$ cat config.mk
export PLATFORM = sky130hd
export DESIGN_NAME = spi_stimulus_multichannel
export DESIGN_NICKNAME = d
export VERILOG_FILES = /design/src/rtl/spi_stimulus_multichannel_pkg.sv /design/src/rtl/spi_clock_divider.sv /design/src/rtl/spi_stimulus_multichannel.sv
export SDC_FILE = /design/constraint.sdc
export NUM_CORES = 1
export LEC_CHECK = 0
export CAP_MARGIN = 15
export CORE_MARGIN = 2
export CORE_UTILIZATION = 25
export CTS_BUF_LIST = sky130_fd_sc_hd__clkbuf_4
export DETAILED_ROUTE_END_ITERATION = 16
export GPL_ROUTABILITY_DRIVEN = 0
export GPL_TIMING_DRIVEN = 0
export PLACE_DENSITY = 0.43
export SLEW_MARGIN = 20
export SYNTH_ARGS = -nofsm -noshare
export SYNTH_HDL_FRONTEND = slang
export SYNTH_SLANG_ARGS = --single-unit
$ cat constraint.sdc
create_clock -name clock -period 2.3 [get_ports clock]
set_input_delay 0.69 -clock clock [delete_from_list [all_inputs] [get_ports clock]]
set_output_delay 0.69 -clock clock [all_outputs]
set_load 0.05 [all_outputs]
$ cat src/rtl/spi_stimulus_multichannel_pkg.sv
`default_nettype none
// +--------------------------------------------------------------------------+
// | spi_stimulus_multichannel_pkg: shared SPI sequencer states, modes, utils |
// | Revision: 1.0                                                            |
// +--------------------------------------------------------------------------+
package spi_stimulus_multichannel_pkg;

  localparam logic [2:0] STATE_IDLE  = 3'd0;
  localparam logic [2:0] STATE_LEAD  = 3'd1;
  localparam logic [2:0] STATE_CLOCK = 3'd2;
  localparam logic [2:0] STATE_TRAIL = 3'd3;
  localparam logic [2:0] STATE_DONE  = 3'd4;

  // Mode constants shared with the transmitter and receiver shift registers.
  localparam bit CPOL_IDLE_LOW        = 1'b0;
  localparam bit CPOL_IDLE_HIGH       = 1'b1;
  localparam bit CPHA_SAMPLE_LEADING  = 1'b0;
  localparam bit CPHA_SAMPLE_TRAILING = 1'b1;

  // Width of a counter holding 0..value-1, never narrower than one bit.
  function automatic int clog2_min1(input int value);
    return (value < 2) ? 1 : $clog2(value);
  endfunction

  function automatic int max3(input int a, input int b, input int c);
    int m;
    m = (a > b) ? a : b;
    return (m > c) ? m : c;
  endfunction

endpackage
`default_nettype wire

$ cat src/rtl/spi_clock_divider.sv
`default_nettype none
// +--------------------------------------------------------------------------+
// | spi_clock_divider: one-tick half-period pulse every `divider` ticks      |
// | Revision: 1.0                                                            |
// +--------------------------------------------------------------------------+
module spi_clock_divider
  import spi_stimulus_multichannel_pkg::*;
#(
  parameter int divider = 2
) (
  input  logic clock,
  input  logic reset_n,
  input  logic enable,
  output logic half_period
);

  localparam int CNT_W = clog2_min1(divider);
  localparam logic [CNT_W-1:0] c_last = CNT_W'(divider - 1);

  logic [CNT_W-1:0] cnt_q;
  logic [CNT_W-1:0] cnt_d;
  logic             w_pulse;

  assign w_pulse     = enable && (cnt_q == c_last);
  assign half_period = w_pulse;

  // Counter is held at zero whenever disabled so every run starts aligned.
  always_comb begin
    cnt_d = '0;
    if (enable && !w_pulse) begin
      cnt_d = cnt_q + 1'b1;
    end
  end

  always_ff @(posedge clock or negedge reset_n) begin
    if (!reset_n) begin
      cnt_q <= '0;
    end else begin
      cnt_q <= cnt_d;
    end
  end

endmodule
`default_nettype wire

$ cat src/rtl/spi_stimulus_multichannel.sv
`default_nettype none
// +--------------------------------------------------------------------------+
// | spi_stimulus_multichannel: SS/SCLK/strobe sequencer for N-bit transfers  |
// | Revision: 1.0                                                            |
// +--------------------------------------------------------------------------+
module spi_stimulus_multichannel
  import spi_stimulus_multichannel_pkg::*;
#(
  parameter int channel_count                      = 4,
  parameter int max_bitcount                       = 32,
  parameter int clock_divider                      = 2,
  parameter bit ss_polarity                        = 1'b0,
  parameter bit sclk_polarity                      = 1'b0,
  parameter bit sclk_phase                         = 1'b0,
  parameter int tick_count_sclk_delay_leading      = 0,
  parameter int tick_count_sclk_delay_trailing     = 0,
  parameter int tick_count_complete_delay_trailing = 0
) (
  input  logic                                  clock,
  input  logic                                  reset_n,
  input  logic                                  trigger,
  input  logic [clog2_min1(channel_count)-1:0]  channel,
  input  logic [$clog2(max_bitcount+1)-1:0]     bitcount,
  input  logic                                  abort,
  input  logic                                  invalidate,
  output logic [channel_count-1:0]              ss,
  output logic                                  sclk,
  output logic                                  shift_strobe,
  output logic                                  sample_strobe,
  output logic                                  busy,
  output logic                                  complete,
  output logic                                  aborted,
  output logic                                  valid
);

  localparam int CC  = channel_count;
  localparam int CW  = clog2_min1(channel_count);
  localparam int CW1 = CW + 1;
  localparam int BW  = $clog2(max_bitcount + 1);
  localparam int EW  = $clog2(2 * max_bitcount + 1);
  localparam int DW  = clog2_min1(max3(tick_count_sclk_delay_leading,
                                       tick_count_sclk_delay_trailing,
                                       tick_count_complete_delay_trailing));

  localparam logic [CC-1:0]  c_ss_idle   = {CC{!ss_polarity}};
  localparam logic [CC-1:0]  c_ss_one    = CC'(1);
  localparam logic [CW1-1:0] c_chan_cnt  = CW1'(channel_count);
  localparam logic [BW-1:0]  c_max_bc    = BW'(max_bitcount);
  localparam logic [DW-1:0]  c_lead_last =
    DW'((tick_count_sclk_delay_leading > 0) ? tick_count_sclk_delay_leading - 1 : 0);
  localparam logic [DW-1:0]  c_trail_last =
    DW'((tick_count_sclk_delay_trailing > 0) ? tick_count_sclk_delay_trailing - 1 : 0);
  localparam logic [DW-1:0]  c_done_last =
    DW'((tick_count_complete_delay_trailing > 0) ? tick_count_complete_delay_trailing - 1 : 0);

  logic [2:0]    state_q,     state_d;
  logic          trig_prev_q, trig_prev_d;
  logic [CC-1:0] ss_q,        ss_d;
  logic          sclk_q,      sclk_d;
  logic          shift_q,     shift_d;
  logic          sample_q,    sample_d;
  logic          busy_q,      busy_d;
  logic          complete_q,  complete_d;
  logic          aborted_q,   aborted_d;
  logic          valid_q,     valid_d;
  logic [BW-1:0] n_q,         n_d;
  logic [EW-1:0] edge_q,      edge_d;
  logic [DW-1:0] dly_q,       dly_d;

  logic          w_half;
  logic          w_div_en;
  logic          w_trig_edge;
  logic          w_chan_ok;
  logic          w_start;
  logic          w_leading;
  logic          w_valid_live;
  logic          w_release;
  logic [BW-1:0] w_eff_n;
  logic [EW-1:0] w_two_n;
  logic [EW-1:0] w_two_n_m1;
  logic [CC-1:0] w_sel_ss;

  assign w_div_en     = (state_q == STATE_CLOCK);
  assign w_trig_edge  = trigger && !trig_prev_q;
  assign w_chan_ok    = ({1'b0, channel} < c_chan_cnt);
  assign w_start      = w_trig_edge && !busy_q && w_chan_ok;
  assign w_eff_n      = ((bitcount == '0) || (bitcount > c_max_bc)) ? c_max_bc : bitcount;
  assign w_sel_ss     = c_ss_idle ^ (c_ss_one << channel);
  assign w_two_n      = EW'({n_q, 1'b0});
  assign w_two_n_m1   = w_two_n - 1'b1;
  // Even edge count means the next edge moves SCLK away from its idle level.
  assign w_leading    = !edge_q[0];
  assign w_valid_live = valid_q && !invalidate;

  spi_clock_divider #(
    .divider (clock_divider)
  ) u_divider (
    .clock       (clock),
    .reset_n     (reset_n),
    .enable      (w_div_en),
    .half_period (w_half)
  );

  always_comb begin
    state_d     = state_q;
    trig_prev_d = trigger;
    ss_d        = ss_q;
    sclk_d      = sclk_q;
    shift_d     = 1'b0;
    sample_d    = 1'b0;
    busy_d      = busy_q;
    complete_d  = complete_q;
    aborted_d   = aborted_q;
    valid_d     = valid_q;
    n_d         = n_q;
    edge_d      = edge_q;
    dly_d       = dly_q;
    w_release   = 1'b0;

    if (abort) begin
      state_d    = STATE_IDLE;
      ss_d       = c_ss_idle;
      sclk_d     = sclk_polarity;
      busy_d     = 1'b0;
      complete_d = 1'b0;
      aborted_d  = 1'b1;
      edge_d     = '0;
      dly_d      = '0;
    end else begin
      case (state_q)
        STATE_IDLE: begin
          if (w_start) begin
            ss_d       = w_sel_ss;
            busy_d     = 1'b1;
            complete_d = 1'b0;
            aborted_d  = 1'b0;
            valid_d    = 1'b1;
            n_d        = w_eff_n;
            edge_d     = '0;
            dly_d      = '0;
            // With CPHA=0 the first data bit must be on the line before edge 1.
            shift_d    = (sclk_phase == CPHA_SAMPLE_LEADING);
            state_d    = (tick_count_sclk_delay_leading == 0) ? STATE_CLOCK : STATE_LEAD;
          end
        end
        STATE_LEAD: begin
          if (dly_q == c_lead_last) begin
            dly_d   = '0;
            state_d = STATE_CLOCK;
          end else begin
            dly_d = dly_q + 1'b1;
          end
        end
        STATE_CLOCK: begin
          if (w_half) begin
            if (edge_q == w_two_n) begin
              // One extra half-period after the last edge before leaving.
              if (tick_count_sclk_delay_trailing == 0) begin
                w_release = 1'b1;
              end else begin
                dly_d   = '0;
                state_d = STATE_TRAIL;
              end
            end else begin
              sclk_d = !sclk_q;
              edge_d = edge_q + 1'b1;
              if (sclk_phase == CPHA_SAMPLE_LEADING) begin
                sample_d = w_leading;
                shift_d  = !w_leading && (edge_q != w_two_n_m1);
              end else begin
                shift_d  = w_leading;
                sample_d = !w_leading;
              end
            end
          end
        end
        STATE_TRAIL: begin
          if (dly_q == c_trail_last) begin
            w_release = 1'b1;
          end else begin
            dly_d = dly_q + 1'b1;
          end
        end
        STATE_DONE: begin
          if (dly_q == c_done_last) begin
            dly_d      = '0;
            complete_d = w_valid_live;
            busy_d     = 1'b0;
            state_d    = STATE_IDLE;
          end else begin
            dly_d = dly_q + 1'b1;
          end
        end
        default: begin
          state_d = STATE_IDLE;
        end
      endcase

      if (w_release) begin
        ss_d  = c_ss_idle;
        dly_d = '0;
        if (tick_count_complete_delay_trailing == 0) begin
          complete_d = w_valid_live;
          busy_d     = 1'b0;
          state_d    = STATE_IDLE;
        end else begin
          state_d = STATE_DONE;
        end
      end
    end

    if (invalidate) begin
      valid_d = 1'b0;
    end
  end

  always_ff @(posedge clock or negedge reset_n) begin
    if (!reset_n) begin
      state_q     <= STATE_IDLE;
      trig_prev_q <= 1'b0;
      ss_q        <= c_ss_idle;
      sclk_q      <= sclk_polarity;
      shift_q     <= 1'b0;
      sample_q    <= 1'b0;
      busy_q      <= 1'b0;
      complete_q  <= 1'b0;
      aborted_q   <= 1'b0;
      valid_q     <= 1'b0;
      n_q         <= '0;
      edge_q      <= '0;
      dly_q       <= '0;
    end else begin
      state_q     <= state_d;
      trig_prev_q <= trig_prev_d;
      ss_q        <= ss_d;
      sclk_q      <= sclk_d;
      shift_q     <= shift_d;
      sample_q    <= sample_d;
      busy_q      <= busy_d;
      complete_q  <= complete_d;
      aborted_q   <= aborted_d;
      valid_q     <= valid_d;
      n_q         <= n_d;
      edge_q      <= edge_d;
      dly_q       <= dly_d;
    end
  end

  assign ss            = ss_q;
  assign sclk          = sclk_q;
  assign shift_strobe  = shift_q;
  assign sample_strobe = sample_q;
  assign busy          = busy_q;
  assign complete      = complete_q;
  assign aborted       = aborted_q;
  assign valid         = valid_q;

endmodule
`default_nettype wire

# After elaboration in Yosys (flattened, before gate mapping)
# Index checks and enable logic that the tools add are counted.
# Widths: inputs -> output; s select.
[word_totals]
register_bits = 30
input_bits = 13
out_inout_bits = 11
wordCells = 128
[op_classes]
addsub = 4
order_cmp = 1
n_eq_ne = 15
shifts = 1
mux = 54
n_bitwise = 2
reduce_logical = 37
[ops]
columns = ["cell", "count"]
rows = [
  ["$mux 1", 33],
  ["$mux 7", 4],
  ["$mux 4", 4],
  ["$mux 3", 5],
  ["$pmux 7 s2", 1],
  ["$ne 4x4->1 const B", 3],
  ["$pmux 3 s4", 1],
  ["$reduce_and 3->1", 4],
  ["$reduce_bool 2->1", 6],
  ["$pmux 1 s2", 5],
  ["$ne 3x3->1 const B", 3],
  ["$reduce_bool 3->1", 3],
  ["$reduce_and 4->1", 2],
  ["$reduce_bool 4->1", 2],
  ["$add 7x1->7 const B", 1],
  ["$eq 7x7->1", 1],
  ["$ne 7x7->1", 1],
  ["$sub 7x1->7 const B", 1],
  ["$eq 3x2->1 const B", 2],
  ["$gt 6x6->1 const B", 1],
  ["$logic_and 1x1->1", 6],
  ["$logic_not 1->1", 6],
  ["$logic_not 6->1", 1],
  ["$mux 6", 1],
  ["14 further kinds", 17],
]

# Depth between registers and ports, before layout
# Gate-level depths: netlist of the first run.
[logic_depth]
ltp_word = 7
ltp_mapped = 7
ltp_nobuf = 7

# Cells and area by module
# From an unflattened synthesis of the first run, not the netlist that was laid out.
[hier_totals]
cells_unflattened = 148
hier_area_um2 = 1482.7
[modules_own_cells]
columns = ["mod", "instances", "cells_each", "area_each_um2", "seq_area_each_um2"]
rows = [
  ["spi_stimulus_multichannel", 1, 145, 1441.4, 655.6],
  ["spi_clock_divider", 1, 3, 41.3, 25.0],
]

# Worst setup path after synthesis of the first run
# No wires, ideal clock.
[synth_path]
kind = "input-to-reg"
start = "input trigger"
end = "register edge_q[6]"
setup_time_ns = 0.125
arrival_time_ns = 1.987
path_slack_ns = 0.188
cell_stages = 5
n_path_buf = 0
cell_sequence = "nor4b_4 -> or3_4 -> nand2_2 -> or4_4 -> mux2_4"
[synth_between]
elab_chain_len = 4
[synth_rtl]
columns = ["element", "line", "rtl"]
rows = [
  ["from (decl)", "spi_stimulus_multichannel.sv:21", "input logic trigger,"],
  ["$logic_and 1x1->1", "spi_stimulus_multichannel.sv:84", "assign w_trig_edge = trigger && !trig_prev_q;"],
  ["$logic_and 1x1->1", "spi_stimulus_multichannel.sv:86", "assign w_start = w_trig_edge && !busy_q && w_chan_ok;"],
  ["$ne 3x3->1 (no line)", "n/a", ""],
  ["$reduce_and 4->1 (no line)", "n/a", ""],
  ["to (signal assigned)", "spi_stimulus_multichannel.sv:244", "edge_q <= edge_d;"],
  ["to (decl)", "spi_stimulus_multichannel.sv:67", "logic [EW-1:0] edge_q, edge_d;"],
]
# No other way between the ends.
# A chain may end at the register's enable or synchronous reset.

# Worst setup path in the final report of the first run
[layout_path]
start = "register valid_q (netlist: valid)"
end = "output valid"
[layout_rtl]
columns = ["element", "line", "rtl"]
rows = [
  ["from (decl)", "spi_stimulus_multichannel.sv:65", "logic valid_q, valid_d;"],
  ["from (signal assigned)", "spi_stimulus_multichannel.sv:242", "valid_q <= valid_d;"],
  ["to (decl)", "spi_stimulus_multichannel.sv:33", "output logic valid"],
]
# No word-level cell between the ends.

==> impl_metrics.json, run 1 <==
{
  "outcome": "completed",
  "wl_met1_mm": 1.49,
  "drive_gt1_frac": 0.118,
  "worstReg2RegStart": "edge_q[1]$_DFFE_PN0P_",
  "syn-cell-area_mm2": 0.00139,
  "final_area_mm2": 0.00173,
  "ctsLongestPathBuffers": 2,
  "worst_pin_slew_ns": 0.636,
  "cp_num_cells": 1,
  "areaGrowthSynthToFinish_pct": 24.9,
  "grt_pass1_wl_mm": 5.33,
  "hold_class": "in2async",
  "grt_usage": 0.108,
  "vias": 1087,
  "tns_ns": 0,
  "wl_per_cell_um": 12.9,
  "synthArstFlopShare": 1.00,
  "slew_violations": 0,
  "cts_buffers": 3,
  "synthesis.nets": 157,
  "synth_cell_types": 38,
  "fmax_mhz": 448,
  "grt_max_degree": 28,
  "ys_warn_count": 0,
  "antenna_found_initial": 0,
  "cp_data_arrival_time_ns": 1.54,
  "clk_latency_ns": 0.34,
  "num_rows": 27,
  "cts_root_buffer": "clkbuf_4",
  "finalClockSkew_ns": 0.00417,
  "fp.dieW_um": 78.5,
  "critPathCaptureType": "primary output",
  "dp_hpwl_mm": 2.32,
  "slowest_delay_ns": 0.81,
  "synthCells": 142,
  "cts_max_level": 1,
  "cts.sinks": 27,
  "hold_viol": 0,
  "path_buf_inv": 1,
  "io_buffers": 23,
  "route.met2.wl_mm": 1.51,
  "crit_path_cell_trace": "clkdlybuf4s50_1",
  "cap_viol_max_count": 0,
  "pin_count": 24,
  "first_global_vias": 1100,
  "synth_edf_count": 0,
  "path_clk_slew_ns": 0.16,
  "critical_path_class": "reg2out",
  "relSlewSlack": 0.572,
  "die_height_um": 78.5,
  "period_share": 0.970,
  "drc": 0,
  "wl_met3_um": 92,
  "num-fill-cells": 572,
  "avgSynthCellArea_um2": 9.76,
  "multi_input_area_um2": 663,
  "final_nets": 186,
  "ir_drop_v": 0.000234,
  "path_max_fanout": 3,
  "synth_flop_cell": "dfrtp_1",
  "drtIter0Drc": 44,
  "firstDrtPassIters": 4,
  "reg2reg_slack_ns": 0.20,
  "regArea_um2": 681,
  "cp-start-kind": "flop",
  "die_area_mm2": 0.00616,
  "start_util": 0.255,
  "reg2reg_depth": 5,
  "critPathTopFamily": "buffers and inverters",
  "grt_overflow_total": 0,
  "antenna_cells": 0,
  "wl_mm": 3.13,
  "highest_layer": "met4",
  "synth_seq_area_share": 0.491,
  "finalSetupViolations": 0,
  "core_mm2": 0.00544,
  "power_density_mw_per_mm2": 604,
  "cp.required_ns": 1.61,
  "p_leak_uw": 0.000739,
  "via_per_inst": 4.49,
  "fin_crit_ns": 2.23,
  "r2r_end": "edge_q[6]$_DFFE_PN0P_",
  "rsz0062_at_grt": "false",
  "final_antenna_net_count": 0,
  "cts_tree": "done",
  "ys_ff_latch": 27,
  "placed_area_mm2": 0.00170,
  "crit_path_top_delay_cell": "clkdlybuf4s50_1",
  "hold_slack_ns": 0.336
}
## flip-flops by register name (all words and copies together) (netlist names)
name             cells
edge_q               7
n_q                  6
ss                   4
aborted              1
busy                 1
complete             1
sample_strobe        1
sclk                 1
shift_strobe         1
state_q              1
trig_prev_q          1
u_divider.cnt_q      1
valid                1
## per-stage QoR
step / utilization / power (µW) / instances / setup slack [ns]
global placement: 0.314 / 836 / 237 / -0.409
CTS: 0.318 / 1060 / 242 / 0.0438
detailed placement: 0.313 / 838 / 237 / -0.420
global route: 0.318 / 1100 / 242 / 0.00677
floorplan: - / 743 / 142 / 0.188
finish: 0.318 / 1050 / 242 / 0.0700
## power breakdown
part           total, µW  internal [µW]  switching (µW)
sequential           551            511            39.4
combinational        274            117             157
clock                222           65.6             156
## final cells by class
| class | instances | share of cell area |
|---|---|---|
| Inverter | 6 | 0.0130 |
| Clock inverter | 1 | 0.00289 |
| Tap cell | 72 | 0.0520 |
| Clock buffer | 3 | 0.0130 |
| Multi-Input combinational cell | 105 | 0.383 |
| Buffer | 4 | 0.0123 |
| Timing Repair Buffer | 24 | 0.131 |
| Sequential cell | 27 | 0.393 |
## cell usage in the layout, fill, tap and decap left out, types with 4 or more instances in the layout
| cell | count |
|---|---|
| dfrtp_1 | 23 |
| nand2_1 | 17 |
| clkdlybuf4s50_1 | 17 |
| nor2_1 | 11 |
| o21ai_0 | 9 |
| xnor2_1 | 8 |
| nand3_1 | 7 |
| inv_1 | 6 |
| nor3_1 | 6 |
| xor2_1 | 5 |
| a21oi_1 | 5 |
| nand3b_1 | 5 |
| dlygate4sd2_1 | 5 |
| dfstp_2 | 4 |
## routing by layer
metal | vias to the layer above | track usage
met5 | - | 0
met4 | 0 | 0.0263
met3 | 3 | 0.0184
met2 | 18 | 0.178
met1 | 520 | 0.147
li1 | 546 | -
## cells by family (layout without fill, tap and decap cells)
| group | after synthesis | count (layout) | synth area share |
|---|---|---|---|
| buf+inv | 10 | 38 | 0.0307 |
| simple gates | 65 | 65 | 0.256 |
| fa+ha+maj | 2 | 2 | 0.0180 |
| flops | 27 | 27 | 0.491 |
| mux | 1 | 1 | 0.0108 |
| compound gates | 24 | 24 | 0.111 |
| xor+xnor | 13 | 13 | 0.0821 |
## what timing repair did
action,CTS,global route
endpoints found under the setup margin,6,1
gates cloned,0,0
hold endpoints to repair,0,0
hold buffers,0,0
buffers inserted,1,0
gates resized for setup,5,2
## worst max path at each step
stage | end | from | slack, ns
after detailed placement | edge_q[6]$_DFFE_PN0P_ | trigger | -0.42
after global placement | edge_q[6]$_DFFE_PN0P_ | trigger | -0.41
after global routing | edge_q[6]$_DFFE_PN0P_ | trigger | 0.007
final | valid | valid$_DFFE_PN0P_ | 0.07
after floorplan | edge_q[6]$_DFFE_PN0P_ | trigger | 0.19
after CTS | valid | valid$_DFFE_PN0P_ | 0.04
## cells in the mapped netlist (all sizes together) (2+ instances only)
cell    instances  area, µm²
a21o            2       15.0
a21oi           5       25.0
and2            3       18.8
and3            2       12.5
buf             2       12.5
clkbuf          2       7.51
dfrtp          23        576
dfstp           4        105
ha              2       25.0
inv             6       22.5
nand2          18       70.1
nand3           7       35.0
nand3b          5       37.5
nand4           3       18.8
nor2           11       41.3
nor2b           2       12.5
nor3            6       30.0
o21ai           9       45.0
or3             3       23.8
xnor2           8       70.1
xor2            5       43.8
(Power assumes the default switching activity.)
==> run 2: changes to the inputs <==
==> constraint.sdc (replaced) <==
create_clock -name clock -period 2.6 [get_ports clock]
set_input_delay 0.78 -clock clock [delete_from_list [all_inputs] [get_ports clock]]
set_output_delay 0.78 -clock clock [all_outputs]
set_load 0.05 [all_outputs]
==> run 2 against run 1 <==
  * First-iteration DRC count is 4.5% higher
  * Critical path depth stayed put
  * Combinational power is 11% lower
  * Global-route usage is 0.073 points lower
  * Die area stayed put
  * Sequential cell count stayed put
  * Design area is 0.14% lower
  * Clock skew hardly changed
  * Utilization hardly changed
  * Register-to-register slack better by 0.29 ns
  * Count of clock-buffer cells in the layout stayed put
  * Critical endpoint is now ss[2]
==> impl_metrics.json, run 2 (same netlist as run 1, synthesis figures left out) <==
{
  "pin_count": 24,
  "grt_pass1_wl_mm": 5.28,
  "power_density_mw_per_mm2": 536,
  "total_power_uw": 926,
  "cp-start-kind": "flop",
  "finalClockSkew_ns": 0.00376,
  "crit_path_cell_trace": "clkdlybuf4s50_1",
  "num_rows": 27,
  "cp.required_ns": 1.82,
  "critPathCaptureType": "primary output",
  "path_max_fanout": 2,
  "antenna_found_initial": 0,
  "antenna_cells": 0,
  "holdBufCountCts": 0,
  "areaGrowthSynthToFinish_pct": 24.7,
  "ctsLongestPathBuffers": 2,
  "finalSetupViolations": 0,
  "r2r_end": "edge_q[6]$_DFFE_PN0P_",
  "p_leak_uw": 0.000734,
  "reg2reg_slack_ns": 0.49,
  "slowest_delay_ns": 0.80,
  "die_height_um": 78.5,
  "cts_tree": "done",
  "fmax_mhz": 401,
  "fin_crit_ns": 2.50,
  "hold_slack_ns": 0.426,
  "first_global_vias": 1096,
  "cts_root_buffer": "clkbuf_4",
  "final_common_cell": "dfrtp_1",
  "critPathTopFamily": "buffers and inverters",
  "crit_path_top_delay_cell": "clkdlybuf4s50_1",
  "placed_area_mm2": 0.00170,
  "ir_drop_v": 0.000207,
  "largest_register_ffs": 7,
  "final_nets": 185,
  "slew_violations": 0,
  "dp_hpwl_mm": 2.32,
  "relSlewSlack": 0.572,
  "path_buf_inv": 1,
  "die_area_mm2": 0.00616,
  "grt_max_degree": 28,
  "cts_buffers": 3,
  "place_inst": 237,
  "reg2reg_depth": 5,
  "fp.dieW_um": 78.5,
  "firstDrtPassIters": 4,
  "start_util": 0.255,
  "cts_max_level": 1,
  "tns_ns": 0,
  "rsz0062_at_grt": "false",
  "cap_viol_max_count": 0,
  "worstReg2RegStart": "state_q[1]$_DFFE_PN0P_",
  "hold_viol": 0,
  "cts.sinks": 27,
  "core_mm2": 0.00544,
  "wl_mm": 3.12,
  "critical_path_class": "reg2out",
  "outcome": "completed",
  "path_clk_slew_ns": 0.16,
  "final_antenna_net_count": 0,
  "final_area_mm2": 0.00173,
  "grt_overflow_total": 0,
  "via_per_inst": 4.46,
  "ctsResizeCount": 0,
  "grt_usage": 0.107,
  "cts_setup_buffers": 0,
  "cp_data_arrival_time_ns": 1.72,
  "final_cell_mix": "dfrtp_1 (23), clkdlybuf4s50_1 (22), nand2_1 (17)",
  "io_buffers": 23,
  "drive_gt1_frac": 0.107,
  "period_share": 0.960,
  "regMostFlops": "edge_q",
  "clk_latency_ns": 0.34,
  "hold_class": "in2async",
  "wl_per_cell_um": 12.9,
  "stdcell_count": 241,
  "drc": 0,
  "worst_pin_slew_ns": 0.636,
  "vias": 1075,
  "drtIter0Drc": 46
}
## run 2: per-stage QoR
stage	utilization	worst slack [ns]
6_report	0.318	0.104
4_1_cts	0.318	0.0884
2_1_floorplan	-	0.398
3_5_place_dp	0.313	-0.210
5_1_grt	0.318	0.0630
3_3_place_gp	0.314	-0.199
## run 2: layer usage
metal | share of wire | GRT usage | routed length (µm) | up-vias
li1 | - | - | - | 544
met3 | 0.028 | 0.0184 | 86 | 3
met2 | 0.48 | 0.176 | 1490 | 18
met4 | 0.0096 | 0.0263 | 30 | 0
met5 | 0 | 0 | 0 | -
met1 | 0.49 | 0.147 | 1510 | 510
## run 2: report_power, final
part / internal [µW] / switching, µW
registers: 452 / 35.1
clock network: 58.0 / 138
logic: 104 / 139
## run 2: area by class of cell
cell class              count  area (µm²)
plain buffers               4        20.0
clock buffers               3        22.5
clock inverters             1        5.00
fillers                   568        3710
inverters                   6        22.5
multi-input cells         105         663
flip-flops and latches     27         681
well taps                  72        90.1
repair buffers             23         225
## run 2: how the worst max path moves through the flow
stage                       from                     to  slack, ns  cells past startpoint
2_1_floorplan            trigger  edge_q[6]$_DFFE_PN0P_       0.40                      5
3_3_place_gp             trigger  edge_q[6]$_DFFE_PN0P_      -0.20                      6
3_5_place_dp             trigger  edge_q[6]$_DFFE_PN0P_      -0.21                      6
4_1_cts        ss[2]$_DFFE_PN1P_                  ss[2]       0.09                      1
5_1_grt        ss[1]$_DFFE_PN1P_                  ss[1]       0.06                      1
6_report       ss[2]$_DFFE_PN1P_                  ss[2]       0.10                      1
